File: src/rtl/xcvr_avmm_timeout_guard.sv
// Avalon-MM guard ahead of transceiver agents: forwards one transaction at a time, abandons stalled ones.
// Latency: command reaches m0 one cycle after s0 accept; read data returns one cycle after m0_readdatavalid.
// Backpressure: s0_waitrequest is high whenever a transaction is outstanding; m0_waitrequest holds the command.
module xcvr_avmm_timeout_guard #(
    parameter int                    DATA_WIDTH     = 32,
    parameter int                    HDL_ADDR_WIDTH = 13,
    parameter int                    TIMEOUT_CYCLES = 1024,
    parameter logic [DATA_WIDTH-1:0] ERROR_DATA     = DATA_WIDTH'(32'hDEADBEEF),
    parameter int                    CNT_WIDTH      = 16
) (
    input  logic                        clk,
    input  logic                        reset,
    output logic                        s0_waitrequest,
    output logic [DATA_WIDTH-1:0]       s0_readdata,
    output logic                        s0_readdatavalid,
    input  logic [HDL_ADDR_WIDTH-1:0]   s0_address,
    input  logic                        s0_read,
    input  logic                        s0_write,
    input  logic [DATA_WIDTH-1:0]       s0_writedata,
    input  logic [DATA_WIDTH/8-1:0]     s0_byteenable,
    input  logic                        m0_waitrequest,
    input  logic [DATA_WIDTH-1:0]       m0_readdata,
    input  logic                        m0_readdatavalid,
    output logic [HDL_ADDR_WIDTH-1:0]   m0_address,
    output logic                        m0_read,
    output logic                        m0_write,
    output logic [DATA_WIDTH-1:0]       m0_writedata,
    output logic [DATA_WIDTH/8-1:0]     m0_byteenable,
    input  logic                        irq_clear,
    output logic                        timeout_irq,
    output logic [CNT_WIDTH-1:0]        timeout_count,
    output logic [HDL_ADDR_WIDTH-1:0]   timeout_addr
);

    localparam int BEW = DATA_WIDTH / 8;
    localparam int TW  = $clog2(TIMEOUT_CYCLES) + 1;
    localparam logic [TW-1:0] CNT_LAST = TW'(TIMEOUT_CYCLES - 1);

    typedef enum logic [1:0] {ST_INIT, ST_IDLE, ST_CMD, ST_RDWAIT} state_t;

    state_t                      state_q, state_d;
    logic [HDL_ADDR_WIDTH-1:0]   m0_address_q, m0_address_d;
    logic [DATA_WIDTH-1:0]       m0_writedata_q, m0_writedata_d;
    logic [BEW-1:0]              m0_byteenable_q, m0_byteenable_d;
    logic                        m0_read_q, m0_read_d;
    logic                        m0_write_q, m0_write_d;
    logic                        is_read_q, is_read_d;
    logic [TW-1:0]               cnt_q, cnt_d;
    logic                        stale_q, stale_d;
    logic [DATA_WIDTH-1:0]       s0_readdata_q, s0_readdata_d;
    logic                        s0_readdatavalid_q, s0_readdatavalid_d;
    logic                        timeout_irq_q, timeout_irq_d;
    logic [CNT_WIDTH-1:0]        timeout_count_q, timeout_count_d;
    logic [HDL_ADDR_WIDTH-1:0]   timeout_addr_q, timeout_addr_d;
    logic                        timeout;

    always_comb begin
        state_d            = state_q;
        m0_address_d       = m0_address_q;
        m0_writedata_d     = m0_writedata_q;
        m0_byteenable_d    = m0_byteenable_q;
        m0_read_d          = m0_read_q;
        m0_write_d         = m0_write_q;
        is_read_d          = is_read_q;
        cnt_d              = cnt_q;
        stale_d            = stale_q;
        s0_readdata_d      = s0_readdata_q;
        s0_readdatavalid_d = 1'b0;
        timeout_count_d    = timeout_count_q;
        timeout_addr_d     = timeout_addr_q;
        timeout            = 1'b0;

        // A response owed to an abandoned read is swallowed wherever it arrives.
        if (m0_readdatavalid && stale_q) begin
            stale_d = 1'b0;
        end

        case (state_q)
            ST_INIT: state_d = ST_IDLE;
            ST_IDLE: begin
                if (s0_read || s0_write) begin
                    m0_address_d    = s0_address;
                    m0_writedata_d  = s0_writedata;
                    m0_byteenable_d = s0_byteenable;
                    m0_read_d       = s0_read;
                    m0_write_d      = ~s0_read;
                    is_read_d       = s0_read;
                    cnt_d           = '0;
                    state_d         = ST_CMD;
                end
            end
            ST_CMD: begin
                cnt_d = cnt_q + TW'(1);
                if (!m0_waitrequest) begin
                    m0_read_d  = 1'b0;
                    m0_write_d = 1'b0;
                    state_d    = is_read_q ? ST_RDWAIT : ST_IDLE;
                end else if (cnt_q == CNT_LAST) begin
                    timeout = 1'b1;
                end
            end
            ST_RDWAIT: begin
                cnt_d = cnt_q + TW'(1);
                if (m0_readdatavalid && !stale_q) begin
                    s0_readdata_d      = m0_readdata;
                    s0_readdatavalid_d = 1'b1;
                    state_d            = ST_IDLE;
                end else if (cnt_q == CNT_LAST) begin
                    timeout = 1'b1;
                end
            end
            default: state_d = ST_INIT;
        endcase

        if (timeout) begin
            m0_read_d      = 1'b0;
            m0_write_d     = 1'b0;
            state_d        = ST_IDLE;
            timeout_addr_d = m0_address_q;
            if (timeout_count_q != '1) begin
                timeout_count_d = timeout_count_q + CNT_WIDTH'(1);
            end
            if (is_read_q) begin
                s0_readdata_d      = ERROR_DATA;
                s0_readdatavalid_d = 1'b1;
                stale_d            = 1'b1;
            end
        end

        timeout_irq_d = timeout | (timeout_irq_q & ~irq_clear);
    end

    always_ff @(posedge clk or posedge reset) begin
        if (reset) begin
            state_q            <= ST_INIT;
            m0_address_q       <= '0;
            m0_writedata_q     <= '0;
            m0_byteenable_q    <= '0;
            m0_read_q          <= 1'b0;
            m0_write_q         <= 1'b0;
            is_read_q          <= 1'b0;
            cnt_q              <= '0;
            stale_q            <= 1'b0;
            s0_readdata_q      <= '0;
            s0_readdatavalid_q <= 1'b0;
            timeout_irq_q      <= 1'b0;
            timeout_count_q    <= '0;
            timeout_addr_q     <= '0;
        end else begin
            state_q            <= state_d;
            m0_address_q       <= m0_address_d;
            m0_writedata_q     <= m0_writedata_d;
            m0_byteenable_q    <= m0_byteenable_d;
            m0_read_q          <= m0_read_d;
            m0_write_q         <= m0_write_d;
            is_read_q          <= is_read_d;
            cnt_q              <= cnt_d;
            stale_q            <= stale_d;
            s0_readdata_q      <= s0_readdata_d;
            s0_readdatavalid_q <= s0_readdatavalid_d;
            timeout_irq_q      <= timeout_irq_d;
            timeout_count_q    <= timeout_count_d;
            timeout_addr_q     <= timeout_addr_d;
        end
    end

    assign s0_waitrequest   = (state_q != ST_IDLE);
    assign s0_readdata      = s0_readdata_q;
    assign s0_readdatavalid = s0_readdatavalid_q;
    assign m0_address       = m0_address_q;
    assign m0_read          = m0_read_q;
    assign m0_write         = m0_write_q;
    assign m0_writedata     = m0_writedata_q;
    assign m0_byteenable    = m0_byteenable_q;
    assign timeout_irq      = timeout_irq_q;
    assign timeout_count    = timeout_count_q;
    assign timeout_addr     = timeout_addr_q;

endmodule

File: config.mk
export PLATFORM = sky130hd
export DESIGN_NAME = xcvr_avmm_timeout_guard
export DESIGN_NICKNAME = d
export VERILOG_FILES = /design/src/rtl/xcvr_avmm_timeout_guard.sv
export SDC_FILE = /design/constraint.sdc
export NUM_CORES = 1
export LEC_CHECK = 0
export BUFFER_PORTS_ARGS = -buffer_cell sky130_fd_sc_hd__buf_2
export CAP_MARGIN = 20
export CORE_ASPECT_RATIO = 1.1
export CORE_MARGIN = 8
export CORE_UTILIZATION = 44
export DETAILED_ROUTE_END_ITERATION = 10
export GPL_TIMING_DRIVEN = 0
export PLACE_DENSITY = 0.86
export SYNTH_ARGS = -nofsm -noshare
export SYNTH_HDL_FRONTEND = slang
export SYNTH_SLANG_ARGS = --single-unit
export TNS_END_PERCENT = 10
File: constraint.sdc
create_clock -name clk -period 3.7 [get_ports clk]
set_input_delay 0.37 -clock clk [delete_from_list [all_inputs] [get_ports clk]]
set_output_delay 0.37 -clock clk [all_outputs]
set_load 0.03 [all_outputs]
==> impl_metrics.py <==
metrics = {
    "run_status": {
        "status": "completed",
    },
    "detailed_routing": {
        "detail_route.iter0.violations": 321,
        "wire_per_inst_um": 16.3,
        "vias_per_cell": 4.97,
        "drc": 0,
        "wl_um": 14100,
        "vias": 4297,
        "ant_nets": 0,
        "firstDrtPassIters": 4,
    },
    "worst_setup_path": {
        "r2r_start": "state_q[0]",
        "critPathKind": "register to register",
        "arrival_ps": 2640,
        "crit_fanout": 10,
        "critPathCaptureType": "register",
        "cp_data_required_time_ps": 3960,
        "startpoint": "state_q[0]",
        "setup.worst_path.start_class": "register",
    },
    "floorplan": {
        "rows": 42,
        "coreArea_sq_um": 11900,
        "fp.dieH_um": 131,
        "die-area_sq_um": 15800,
        "ios": 203,
        "initial_core_util": 0.445,
        "die_w_um": 121,
    },
    "placement": {
        "gp_congestion": 0.831,
        "pre_cts_slack_ps": 1310,
        "dp_hpwl_um": 10700,
        "placed_area_sq_um": 6560,
        "portBuffers": 202,
    },
    "logic_synthesis": {
        "yosysWarnings": 0,
        "synth_edf_count": 0,
        "synth.avg_cell_area_sq_um": 11.2,
        "synthCells": 473,
        "ys_seq_elements": 129,
        "synth_top_area_cell": "dfrtp_1",
        "ys_types": 41,
        "syn-num-nets": 567,
        "synth_flop_cell": "dfrtp_1",
        "synthTopCellsByArea": "dfrtp_1 61%, mux2_2 11%, nand2_1 8.6%, nand3_1 3.0%, xnor2_1 1.7%",
        "synth.top_cell.area_share": 0.611,
        "ys_seq_area_frac": 0.611,
        "synthesis.area_sq_um": 5290,
        "synth-async-reset-ratio": 1.00,
    },
    "grt": {
        "met2_usage": 0.299,
        "grt_pass1_vias": 4512,
        "grt_max_degree": 44,
        "grt_antenna_before_repair": 0,
        "use_met1": 0.209,
        "grt_usage": 0.180,
        "top_usage_layer": "met2",
        "met3_usage": 0.0713,
        "grt_pass1_wl_um": 22500,
        "grt-ovfl-total": 0,
    },
    "hold_path": {
        "hp-start": "irq_clear",
        "min_path_type": "primary input to register",
    },
    "layout": {
        "drive_gt1_frac": 0.416,
        "area_growth_pct": 34.5,
        "final_net_count": 792,
        "design_area_sq_um": 7110,
        "num-fill-cells": 1008,
        "utilization": 0.599,
        "antenna_cells": 0,
    },
    "sta": {
        "timing.final.max_slew_violations": 0,
        "relSlewSlack": 0.433,
        "period_needed_ps": 2380,
        "tightest_slew_ps": 843,
        "skew_ps": 6.47,
        "hold_viol": 0,
        "setup_tns_ps": 0,
        "setup_ws_ps": 1320,
        "grt_setup_unrepaired": "false",
        "fin_crit_sh": 0.643,
        "clock.fmax_mhz": 420,
        "setup_viol_count_final": 0,
    },
    "power": {
        "power_uw": 6170,
        "power_density_nw_per_um2": 868,
        "leakage_uw": 0.00373,
        "ir_drop_uv": 500,
    },
    "clock_tree": {
        "cts_setup_buffers": 0,
        "htree_levels": 4,
        "clkTransAtPathRegs_ps": 60,
        "cts_tree": "done",
        "cts-root-buf": "clkbuf_16",
        "cts_buffer_depth": 2,
        "worstSkewPairLatency_ps": 410,
        "cts.sinks": 129,
        "cts_inserted_buffers": 17,
    },
    "job": {
        "max_cap_viol_count": 0,
    },
}
==> layout by cell type, fill, tap and decap left out, types with 2 or more instances in the layout <==
cell and n:
inv_6 5, clkbuf_16 17, nor2_1 13, nor3_1 8, and3_1 5, dfrtp_1 129, xnor2_1 10, nor2b_1 2
a21oi_1 11, buf_2 204, nand3_1 32, nand4_1 10, nor4_1 4, clkinv_2 3, nand2_1 121, and4_1 2
o21ai_0 8, inv_1 7, clkbuf_1 18, buf_12 3, mux2i_1 2, ha_1 6, mux2_2 51, clkinvlp_4 6
xor2_1 10
==> what timing repair did <==
action | in CTS | in global routing
resized for setup | 0 | 0
hold buffers | 1 | 0
endpoints found under the setup margin | 0 | 0
hold endpoints to repair | 14 | 0
==> sequential cells by signal (all words and copies together) (netlist names), 2 cells and up <==
register,flops
m0_writedata,32
cnt_q,11
timeout_addr,13
s0_readdata,32
m0_byteenable,4
timeout_count,16
m0_address,13
state_q,2
==> final cells by class <==
| type | count | area (sq um) | share of cell area |
|---|---|---|---|
| multi-input combinational | 315 | 1950 | 0.274 |
| clock inverter | 14 | 105 | 0.0148 |
| tap | 154 | 193 | 0.0271 |
| clock buffer | 18 | 439 | 0.0618 |
| timing repair buffer | 206 | 1080 | 0.152 |
| buffer | 21 | 81.3 | 0.0114 |
| sequential | 129 | 3230 | 0.454 |
| inverter | 8 | 33.8 | 0.00475 |
==> worst paths after layout <==
path	depth (start not counted)	to	slack, ps
max in group asynchronous	4	m0_writedata[18]	2570
worst max-delay path	8	s0_readdata[16]	1320
worst max register to register	8	s0_readdata[16]	1320
worst min-delay path	2	timeout_irq	150
worst min register to register	2	timeout_addr[9]	470
min in group asynchronous	3	timeout_addr[4]	570
==> through the flow <==
step                instances  hold slack, ps
CTS                       865             134
finish                    865             148
global placement          829             453
global route              865             140
detailed placement        832             437
floorplan                 473             465
==> critical path, cell delays in order (launching register included) <==
cell      delay, ps
dfrtp_1         400
inv_1            80
ha_1            180
buf_2           170
a22oi_1         380
nor3_2          180
nand2_1         310
clkbuf_1        400
nand3_1         140
==> where the power goes <==
group | switching, uW | internal (uW)
Clock | 644 | 880
Sequential | 265 | 1890
Combinational | 1650 | 845
==> cell families after synthesis <==
| group | synth area share |
|---|---|
| XOR/XNOR | 0.0331 |
| multiplexers | 0.112 |
| AO/OA/AOI/OAI | 0.0291 |
| adder cells (fa/ha/maj) | 0.0142 |
| flip-flops | 0.611 |
| AND/OR/NAND/NOR | 0.180 |
| buffers and inverters | 0.0211 |
==> cell usage after synthesis (2+ instances only) <==
cell and n:
dfrtp_1 129, nand2_1 121, mux2_2 51, nand3_1 32, clkbuf_1 18, nor2_1 13
a21oi_1 11, nand4_1 10, xnor2_1 10, xor2_1 10, inv_1 8, nor3_1 8
o21ai_0 8, ha_1 6, and3_1 5, nor4_1 4, and4_1 2, buf_2 2
mux2i_1 2, nor2b_1 2
==> layer usage <==
layer	up-vias	wire [um]
met5	-	0
met1	2058	5730
met4	0	115
li1	2050	-
met2	173	7000
met3	16	1210
Note: power is estimated with default switching activity, not from simulation.
